## src/rtl/gpr_write_arbiter.sv

```systemverilog
// Round-robin arbiter sharing the GPR file write port between two buffered writeback requesters,
// with read-after-write hazard flags for the two read addresses.
module gpr_write_arbiter #(
  parameter int unsigned DATA_W = 32,
  parameter int unsigned ADDR_W = 5
) (
  input  logic              CLK,
  input  logic              RST_N,
  input  logic              Req0Valid,
  output logic              Req0Ready,
  input  logic [ADDR_W-1:0] Req0Sel,
  input  logic [DATA_W-1:0] Req0Data,
  input  logic              Req1Valid,
  output logic              Req1Ready,
  input  logic [ADDR_W-1:0] Req1Sel,
  input  logic [DATA_W-1:0] Req1Data,
  output logic              RegWrite,
  output logic [ADDR_W-1:0] WriteRegisterSelect,
  output logic [DATA_W-1:0] WriteData,
  input  logic [ADDR_W-1:0] ReadRegister1,
  input  logic [ADDR_W-1:0] ReadRegister2,
  output logic              Hazard1,
  output logic              Hazard2
);

  localparam int unsigned NPORTS = 2;

  typedef struct packed {
    logic [ADDR_W-1:0] sel;
    logic [DATA_W-1:0] data;
  } wrEntry_t;

  wrEntry_t            reqEntry [NPORTS];
  wrEntry_t            bufEntry [NPORTS];
  wrEntry_t            grantEntry;
  logic [NPORTS-1:0]   reqValid;
  logic [NPORTS-1:0]   bufValid;
  logic [NPORTS-1:0]   grant;
  logic [NPORTS-1:0]   ready;
  logic [NPORTS-1:0]   load;
  logic                rrPtr;
  logic [ADDR_W-1:0]   rdAddr [NPORTS];
  logic [NPORTS-1:0]   hazard;

  assign reqEntry[0] = '{sel: Req0Sel, data: Req0Data};
  assign reqEntry[1] = '{sel: Req1Sel, data: Req1Data};
  assign reqValid    = {Req1Valid, Req0Valid};

  // Grant depends on buffer state only; rrPtr breaks ties.
  always_comb begin
    grant = '0;
    case (bufValid)
      2'b01:   grant = 2'b01;
      2'b10:   grant = 2'b10;
      2'b11:   grant = rrPtr ? 2'b10 : 2'b01;
      default: grant = '0;
    endcase
  end

  assign ready      = ~bufValid | grant;
  assign Req0Ready  = ready[0];
  assign Req1Ready  = ready[1];
  assign grantEntry = grant[1] ? bufEntry[1] : bufEntry[0];

  // Writes to r0 are consumed by the handshake but never buffered.
  always_comb begin
    load = '0;
    for (int unsigned i = 0; i < NPORTS; i++) begin
      load[i] = reqValid[i] && ready[i] && (reqEntry[i].sel != '0);
    end
  end

  always_ff @(posedge CLK or negedge RST_N) begin
    if (!RST_N) begin
      bufValid <= '0;
      for (int unsigned i = 0; i < NPORTS; i++) begin
        bufEntry[i] <= '0;
      end
    end else begin
      for (int unsigned i = 0; i < NPORTS; i++) begin
        if (load[i]) begin
          bufValid[i] <= 1'b1;
          bufEntry[i] <= reqEntry[i];
        end else if (grant[i]) begin
          bufValid[i] <= 1'b0;
        end
      end
    end
  end

  // Register-file write port; select/data hold when idle.
  always_ff @(posedge CLK or negedge RST_N) begin
    if (!RST_N) begin
      RegWrite            <= 1'b0;
      WriteRegisterSelect <= '0;
      WriteData           <= '0;
      rrPtr               <= 1'b0;
    end else begin
      RegWrite <= |grant;
      if (|grant) begin
        WriteRegisterSelect <= grantEntry.sel;
        WriteData           <= grantEntry.data;
        rrPtr               <= grant[0];
      end
    end
  end

  assign rdAddr[0] = ReadRegister1;
  assign rdAddr[1] = ReadRegister2;

  // A read address is hazardous while any buffered or in-flight write targets it.
  always_comb begin
    hazard = '0;
    for (int unsigned k = 0; k < NPORTS; k++) begin
      if (rdAddr[k] != '0) begin
        hazard[k] = (bufValid[0] && (bufEntry[0].sel == rdAddr[k])) ||
                    (bufValid[1] && (bufEntry[1].sel == rdAddr[k])) ||
                    (RegWrite && (WriteRegisterSelect == rdAddr[k]));
      end
    end
  end

  assign Hazard1 = hazard[0];
  assign Hazard2 = hazard[1];

endmodule
```

## config.mk

```make
export PLATFORM = sky130hd
export DESIGN_NAME = gpr_write_arbiter
export DESIGN_NICKNAME = d
export VERILOG_FILES = /design/src/rtl/gpr_write_arbiter.sv
export SDC_FILE = /design/constraint.sdc
export NUM_CORES = 1
export LEC_CHECK = 0
export CAP_MARGIN = 20
export CORE_MARGIN = 2
export CORE_UTILIZATION = 45
export CTS_CLUSTER_SIZE = 24
export DETAILED_ROUTE_END_ITERATION = 7
export HOLD_SLACK_MARGIN = 0.15
export PLACE_DENSITY = 0.88
export SLEW_MARGIN = 10
export SYNTH_ARGS = -nofsm -noshare
export SYNTH_HDL_FRONTEND = slang
export SYNTH_SLANG_ARGS = --single-unit
```

## constraint.sdc

```tcl
create_clock -name CLK -period 1.8 [get_ports CLK]
set_clock_uncertainty 0.2 [all_clocks]
set_input_delay 0.45 -clock CLK [delete_from_list [all_inputs] [get_ports CLK]]
set_output_delay 0.45 -clock CLK [all_outputs]
set_load 0.05 [all_outputs]
```

## Yosys cells after proc, flatten, opt, wreduce, memory -nomap -nowiden

Index checks and enable logic that the tools add are counted.

- Eq/ne operators: 9
- Multiplexer cells: 9
- Bitwise gates (word level): 2
- Reduce and logical (&&, ||, !) cells: 21

Operators by type and width:

| cell | count |
|---|---|
| 37-bit two-way mux | 1 |
| 5-bit == test | 6 |
| 5-bit nonzero test | 4 |
| 1-bit logical AND | 10 |
| 1-bit two-way mux | 6 |
| 2-bit one-hot mux with 3 select lines | 1 |
| 2-bit == test, second input constant | 2 |
| 1-bit logical OR | 4 |
| 2-bit nonzero test | 2 |
| 2-bit by 1-bit == test with 1-bit output, second input constant | 1 |
| 2-bit two-way mux | 1 |
| 2-bit NOT | 1 |
| 2-bit OR | 1 |
| 2-bit OR reduction | 1 |

- Flip-flop bits (word level): 115
- Bits of input ports: 88
- Output and inout port bits: 42
- Word-level logic and storage cells: 51

## Logic depth before layout (Yosys ltp)

Gate-level depths: netlist of run 1.

- Depth after elaboration: 6
- Mapped depth: 6
- Depth with buffers taken out: 4

## Worst setup path after synthesis of run 1

Ideal clock, no wire load.

- Kind: reg-to-output
- Start: reg WriteRegisterSelect[0]
- End: out Hazard1
- Data arrival time: 1.998 ns
- Data required time: 1.150 ns
- Slack: -0.848 ns
- Stages on the path, launching flop included: 5
- Buffers on the path: 0
- Cells stage by stage: dfrtp_1 xor2_1 nor4_1 a32oi_1 a21oi_1

- Longest elaborated chain between the ends: 4

RTL lines:

| what | RTL line | text |
|---|---|---|
| start: declaration | 18 | `output logic [ADDR_W-1:0] WriteRegisterSelect,` |
| start signal: assignment | 101 | `WriteRegisterSelect <= grantEntry.sel;` |
| 5-bit == test | 118 | `(RegWrite && (WriteRegisterSelect == rdAddr[k]));` |
| 1-bit logical AND | 118 |  |
| 1-bit logical OR | 117 | `(bufValid[1] && (bufEntry[1].sel == rdAddr[k])) \|\|` |
| 1-bit two-way mux | 115 | `if (rdAddr[k] != '0) begin` |
| end: declaration | 22 | `output logic Hazard1,` |

Every way passes these cells.

## Final worst setup path of run 1

- Start: reg bufEntry[73] in the netlist's numbering
- End: out Hazard2

- Longest elaborated chain between the ends: 5

RTL lines:

| what | RTL line | text |
|---|---|---|
| start: declaration | 34 | `wrEntry_t bufEntry [NPORTS];` |
| start signal: indexed assignment | 83 | `bufEntry[i] <= reqEntry[i];` |
| 5-bit == test | 116 | `hazard[k] = (bufValid[0] && (bufEntry[0].sel == rdAddr[k])) \|\|` |
| 1-bit logical AND | 116 |  |
| 1-bit logical OR | 116 |  |
| 1-bit logical OR | 117 |  |
| 1-bit two-way mux | 115 |  |
| end: declaration | 23 | `output logic Hazard2` |

Every way passes these cells.

==> summary.txt, run 1 <==
Outcome
  – Status: complete, but fails checks
  – Failing checks: setup timing

Synthesis
  – Synth Register Bits: around 120
  – Post-synth top area share: 54.95%
  – Post-synth top cells: dfrtp_1, nor2_1, mux2_2
  – Post-synth EDFFs: 0
  – Async SR Flop Fraction: 100.0%
  – Cell variety after synth: 25
  – Post-Synth Simple-Gate Area: just under 8%
  – Main flop type after synthesis: dfrtp_1
  – Yosys warnings: 0
  – Mapped Nets: 511
  – Xor/xnor share of the synthesized area: 5.017%
  – Multiplexer share of the synthesized area: 23.44%
  – Most common cell in the netlist: dfrtp_1
  – Synth Area in Compound Gates: 5.901%
  – Area of the mapped netlist: 5238 um2
  – Post-synthesis adder-cell area fraction: 0%
  – Combinational family with the most area after synthesis: multiplexers
  – Syn_area_per_cell: 12.38 um2
  – Leading post-synthesis cells by cell area: dfrtp_1, mux2_2, mux2_1
  – Synthesized instance count: 423
  – Area leader, netlist: dfrtp_1
  – Register area share after synthesis: 54.95%

Setup path
  – Kind of critical path: reg -> out
  – Critical Path RT: 1150 ps
  – Origin of the critical flop-to-flop path: bufValid[1]$_DFFE_PN0P_
  – Max stage delay on crit path: 450 ps
  – Worst path top cell family by delay: flip-flops
  – R2R depth: 8
  – Worst EP arrival: 1890 ps
  – Critical path's slowest cell: dfrtp_1
  – Reg2reg end: bufEntry[62]$_DFFE_PN0P_
  – CP Launch Type: flip-flop
  – Worst path cell trace: xor2_1, nor4_2, a32oi_2, a21oi_4, buf_12
  – CP bufs+invs: 1
  – Reg-to-reg setup timing slack: -140 ps
  – Crit Path Max Fanout: 3
  – Crit end category: output pin

Drt
  – Remaining DRCs: 0
  – Router iterations before antenna repair: 4
  – Average wire per standard cell: 23.29 um
  – Final WL: 18.33 mm
  – DR iter-0 viols: 289
  – Vias per inst: between 5 and 6
  – Antenna-violating nets left: 0
  – Vias: 4,451

Die
  – Die Height: 111.9 um
  – Core area: 11,370 um2
  – Total I/O pin count: 130
  – Die Width: 111.9 um
  – # rows: 39
  – Die area: 12,520 um2
  – Starting Density: between 40% and 50%

STA
  – Fin crit share: 141.1%
  – Hold_ws: 167.1 ps
  – Max Clk Rate: a little under 400 MHz
  – Worst Max-Slew Pin Slew: 354.3 ps
  – RSZ-0062 raised after global routing: true
  – Final worst slack: -740.5 ps
  – Clock period minus worst slack: 2541 ps
  – # setup viols final: 74
  – Slew headroom: 76.38%
  – Hold Vio Cnt, Final: 0
  – Fin. max-slew vios: 0

Layout
  – Share of layout cells above drive strength 1: 47.52%
  – NumNets Final: between 700 and 800
  – Area grow syn2layout: 71.72%
  – ANT cells: 0
  – Non-Filler Instances: ~800
  – Design area: 8994 um2

Clocking
  – Clk slew on worst S/H paths: 60 ps
  – Clk root buf: clkbuf_16
  – CTS max path bufs: 2
  – Clk_lat worst skew: 420 ps
  – H-tree depth: 4
  – Total CTS buffers: 17
  – CTS tree: done
  – CTS sink cnt: 115

Global route
  – Initial antenna violation count: 0
  – First-pass GRT wire length: 27.50 mm
  – Pin count of the biggest net entering global routing: 48
  – GRT Overall Usage: around 29%
  – GRT Residual Overflow: 0
  – Vias in the first global route: between 4,000 and 5,000

Place
  – Setup WS pre-CTS: -873.9 ps
  – Final HPWL DP: 10.14 mm
  – Post-DP Area: 7749 um2
  – Dpl cells: 721
  – IO Port Bufs: 129
  – Routability Congestion: 0.9012

Min path
  – Worst hold start: Req0Sel[3]
  – Worst hold path cell count: 3
  – Hold path endpoint: bufEntry[72]$_DFFE_PN0P_
  – HP Class: in -> reg

Power
  – Total Power: approximately 17 mW
  – P per Cell Area: 1841 nW/um2
  – Maximum VDD drop: 1.020 mV
  – Leakage: 4.085 nW

Job
  – Max Cap Violations: 0
routing by layer:
layer	up-vias	track usage [%]	part of all wire, %
met4	0	11.36	2.6
li1	1928	-	-
met3	43	7.077	5.2
met5	-	0	0
met2	196	47.92	52
met1	2284	36.14	41
how the worst max path moves through the flow:
stage                                             startpoint                  endpoint  slack [ps]  cells after the start
after floorplan           WriteRegisterSelect[1]$_DFFE_PN0P_                   Hazard1        -360                      4
after global placement                            Req0Sel[0]  bufEntry[47]$_DFFE_PN0P_        -820                      5
after detailed placement                    ReadRegister2[0]                   Hazard2        -870                      6
after CTS                           bufEntry[70]$_DFFE_PN0P_                   Hazard2        -750                      5
after global routing                bufEntry[73]$_DFFE_PN0P_                   Hazard2        -820                      5
final                               bufEntry[73]$_DFFE_PN0P_                   Hazard2        -740                      5
placed cells by master (no fill, tap or decap), types with 2 or more instances in the layout:
master and instances:
dfrtp_1 107, mux2_4 72, clkdlybuf4s50_1 68, nor2_1 67, buf_12 55, buf_4 44, mux2_2 37, o22ai_1 36
xor2_1 24, buf_6 23, clkbuf_16 20, nor2_2 9, dfrtp_2 8, dlygate4sd2_1 8, xnor2_1 6, clkinv_2 5
nor4_1 4, bufinv_16 3, clkbuf_8 3, buf_16 3, buf_2 3, buf_8 3, nand3_4 2, nor4_2 2
and2_1 2, nand3_1 2, or4_1 2, a21oi_4 2, or4_4 2, o211ai_4 2, a32o_1 2, nand2_1 2
clkinvlp_4 2, clkbuf_1 2, dlygate4sd3_1 2, dlymetal6s2s_1 2
cell families after synthesis:
kind of cell | after synthesis
AO/OA/AOI/OAI | 46
XOR/XNOR | 30
buffers and inverters | 26
flip-flops | 115
multiplexers | 109
AND/OR/NAND/NOR | 97
through the flow:
step | utilization (%) | setup TNS (ps)
after floorplan | - | -20630
after global placement | 68.15 | -61170
after detailed placement | 68.15 | -61470
after CTS | 77.72 | -11380
after global routing | 79.10 | -9726
final | 79.10 | -9499
cell type report:
class	instances	area, um2
flip-flops and latches	115	2888
multi-input cells	282	2615
fillers	589	2376
repair buffers	214	2704
inverters	1	3.754
clock inverters	10	130.1
well taps	143	178.9
clock buffers	22	474.2
sequential cells by signal, summed over array words and instances, names as in the netlist:
| name | count |
|---|---|
| bufEntry | 74 |
| RegWrite | 1 |
| WriteData | 32 |
| WriteRegisterSelect | 5 |
| bufValid | 2 |
| rrPtr | 1 |
timing repair:
action,4_1_cts,5_1_grt
pin swaps,14,7
cloned,6,3
hold endpoints to repair,116,0
hold buffers,2,0
setup endpoints to repair,84,120
setup buffers,14,15
gates resized for setup,93,25
worst min-delay path, stage by stage:
cell and delay, ps:
buf_6 80, buf_4 90, mux2_4 130
report_power, final:
part | internal, mW | switching (mW) | leakage (nW)
clock | 2.27 | 1.20 | 0.296
combinational | 4.47 | 4.06 | 2.46
sequential | 3.53 | 1.02 | 1.33
Note: power is estimated with default switching activity, not from simulation.
==> inputs of run 2 (changes only) <==
--- a/config.mk
+++ b/config.mk
@@ -11,7 +11,7 @@
 export CTS_CLUSTER_SIZE = 24
 export DETAILED_ROUTE_END_ITERATION = 7
 export HOLD_SLACK_MARGIN = 0.15
-export PLACE_DENSITY = 0.88
+export PLACE_DENSITY_LB_ADDON = 0.08
 export SLEW_MARGIN = 10
 export SYNTH_ARGS = -nofsm -noshare
 export SYNTH_HDL_FRONTEND = slang
==> run 2 against run 1 <==
Net effect:
- critical path depth did not move
- combinational power down 5.5%
- highest routed layer unchanged
- largest power group unchanged
- clock power grew 6.9%
- the flow still finishes with violations (setup timing)
==> summary.txt, run 2 (synthesis results as in run 1) <==
Outcome
  – Status: complete, but fails checks
  – Failing checks: setup timing

Layout
  – Final core utilization: 78.35%
  – Largest register FFs: 74
  – Non-Filler Instances: between 700 and 800
  – Top reg by flops: bufEntry
  – Share of layout cells above drive strength 1: 46.49%
  – Register area: just under 3000 um2
  – Most frequent cells in the layout: dfrtp_1, nor2_1, mux2_4
  – Top Registers: bufEntry (74), WriteData (32), WriteRegisterSelect (5)
  – Area grow syn2layout: 70.09%
  – Most common cell after layout, fill and taps aside: dfrtp_1
  – Multi-input logic area: 2592 um2
  – NumNets Final: 716
  – ANT cells: 0
  – Number of fill cells in the layout: 685

Global route
  – Vias in the first global route: 4,557
  – First-pass GRT wire length: between 20 and 25 mm
  – Initial antenna violation count: 0
  – Pin count of the biggest net entering global routing: 63
  – GRT Residual Overflow: 0
  – GRT Overall Usage: 25.89%

Setup path
  – Kind of critical path: reg -> out
  – Worst EP arrival: 1900 ps
  – Reg2reg end: bufEntry[73]$_DFFE_PN0P_
  – Max stage delay on crit path: between 400 and 500 ps
  – CP Launch Type: flip-flop
  – Critical path's slowest cell: dfrtp_2
  – Reg-to-reg setup timing slack: -130 ps
  – R2R depth: 8
  – Crit path from: WriteRegisterSelect[0]$_DFFE_PN0P_
  – Critical Path Sink: Hazard2
  – Critical Path RT: 1150 ps
  – Crit end category: output pin
  – Crit Path Max Fanout: 3
  – Origin of the critical flop-to-flop path: bufValid[0]$_DFFE_PN0P_
  – Worst path cell trace: xor2_1, nor4_1, a32oi_1, a21oi_4, buf_12

Place
  – Final HPWL DP: 9.401 mm
  – IO Port Bufs: around 130
  – Dpl cells: 719
  – Routability Congestion: between 0.9 and 1

Job
  – Max Cap Violations: 0

Die
  – Die Width: 111.9 um
  – Die Height: about 110 um
  – Total I/O pin count: 130
  – Die area: 12,520 um2
  – Starting Density: 46.07%
  – Core area: 11,370 um2
  – # rows: 39

Clocking
  – CTS tree: done
  – Clk slew on worst S/H paths: 50 ps
  – Clk_lat worst skew: ~410 ps
  – CTS sink cnt: between 100 and 150
  – Total CTS buffers: 17
  – CTS max path bufs: 2
  – Clk root buf: clkbuf_16
  – H-tree depth: 4

STA
  – RSZ-0062 raised after global routing: true
  – Fin. max-slew vios: 0
  – Clock period minus worst slack: roughly 2600 ps
  – Final worst slack: -755.0 ps
  – Worst Max-Slew Pin Slew: ~400 ps
  – Hold Vio Cnt, Final: 0
  – Setup TNS: -8088 ps
  – Max Clk Rate: 391.4 MHz
  – Slew headroom: around three quarters
  – # setup viols final: approximately 80
  – Fin crit share: 141.9%

Min path
  – HP Class: in -> reg

Drt
  – Router iterations before antenna repair: 4
  – Antenna-violating nets left: 0
  – Vias: 4,219
  – Vias per inst: 5.381
  – Remaining DRCs: 0
  – Average wire per standard cell: 19.91 um
  – Final WL: around 16 mm
  – DR iter-0 viols: 227

Power
  – Leakage: 4.036 nW
  – Power share of the combinational group: 49.6%
  – Maximum VDD drop: 1.489 mV
  – Total Power: 16.25 mW
  – Pint: 10.34 mW
  – Sequential power share: between 20% and 30%
  – Clock share of power: between 20% and 30%
  – Switching pwr: roughly 5.9 mW
  – Switching share of total power: 36.36%
  – P per Cell Area: 1825 nW/um2
-- run 2: cell types whose count changed in the layout (fill, tap and decap cells not counted), sizes merged, moves of 2 or more --
cell and delta:
clkbuf -4, dlymetal6s2s -2, clkdlybuf4s15 +2, buf -4, dlygate4sd2 +2, inv +2, bufinv +2
-- run 2: how the worst min path moves through the flow --
stage               start                       end  slack [ps]  cells past startpoint
2_1_floorplan       RST_N        RegWrite$_DFF_PN0_         -50                      0
3_3_place_gp        RST_N  bufEntry[41]$_DFFE_PN0P_         270                      2
3_5_place_dp        RST_N  bufEntry[41]$_DFFE_PN0P_         280                      2
4_1_cts        Req0Sel[0]  bufEntry[69]$_DFFE_PN0P_         160                      3
5_1_grt        Req0Sel[0]  bufEntry[69]$_DFFE_PN0P_         160                      3
6_report       Req0Sel[0]  bufEntry[69]$_DFFE_PN0P_         180                      3
-- run 2: timing repair --
item / CTS / global route
pin swaps: 12 / 1
endpoints found under the hold margin: 117 / 0
buffers inserted: 22 / 9
setup endpoints to repair: 82 / 83
gates cloned: 8 / 1
resized for setup: 77 / 20
hold buffers: 3 / 0
-- run 2: through the flow --
step | hold slack [ps] | instance area, um2 | worst slack [ps]
2_1_floorplan | -45.59 | 5575 | -361.1
3_3_place_gp | 272.5 | 7761 | -828.0
3_5_place_dp | 276.3 | 7761 | -858.8
4_1_cts | 161.8 | 8880 | -694.7
5_1_grt | 163.2 | 8909 | -803.2
6_report | 181.0 | 8909 | -755.0
-- run 2: layout make-up --
class,instances,area share (%)
Clock inverter,12,2.275
Multi-Input combinational cell,282,29.10
Tap cell,143,2.008
Timing Repair Buffer,211,29.12
Inverter,1,0.04213
Sequential cell,115,32.44
Clock buffer,20,5.014
-- run 2: metal layers --
layer  wire [um]  vias to the layer above  global-route usage, %
li1            -                     1914                      -
met1        6592                     2126                  33.85
met2        7913                      155                  42.18
met3         820                       24                  5.879
met4         286                        0                  10.04
met5           0                        -                      0
-- run 2: power groups by stage --
stage	logic, mW	clock network [mW]	registers (mW)
2_1_floorplan	2.79	0	5.59
3_3_place_gp	7.34	0	4.45
3_5_place_dp	7.44	0	4.49
4_1_cts	7.96	3.75	4.46
5_1_grt	8.46	3.89	4.59
6_report	8.06	3.72	4.48
-- run 2: worst max-delay path, delay by kind of cell, from the launching register on --
family | cells | cell delay (ps)
flip-flops | 1 | 440
AND/OR/NAND/NOR | 1 | 420
AO/OA/AOI/OAI | 2 | 340
XOR/XNOR | 1 | 160
buffers and inverters | 1 | 150
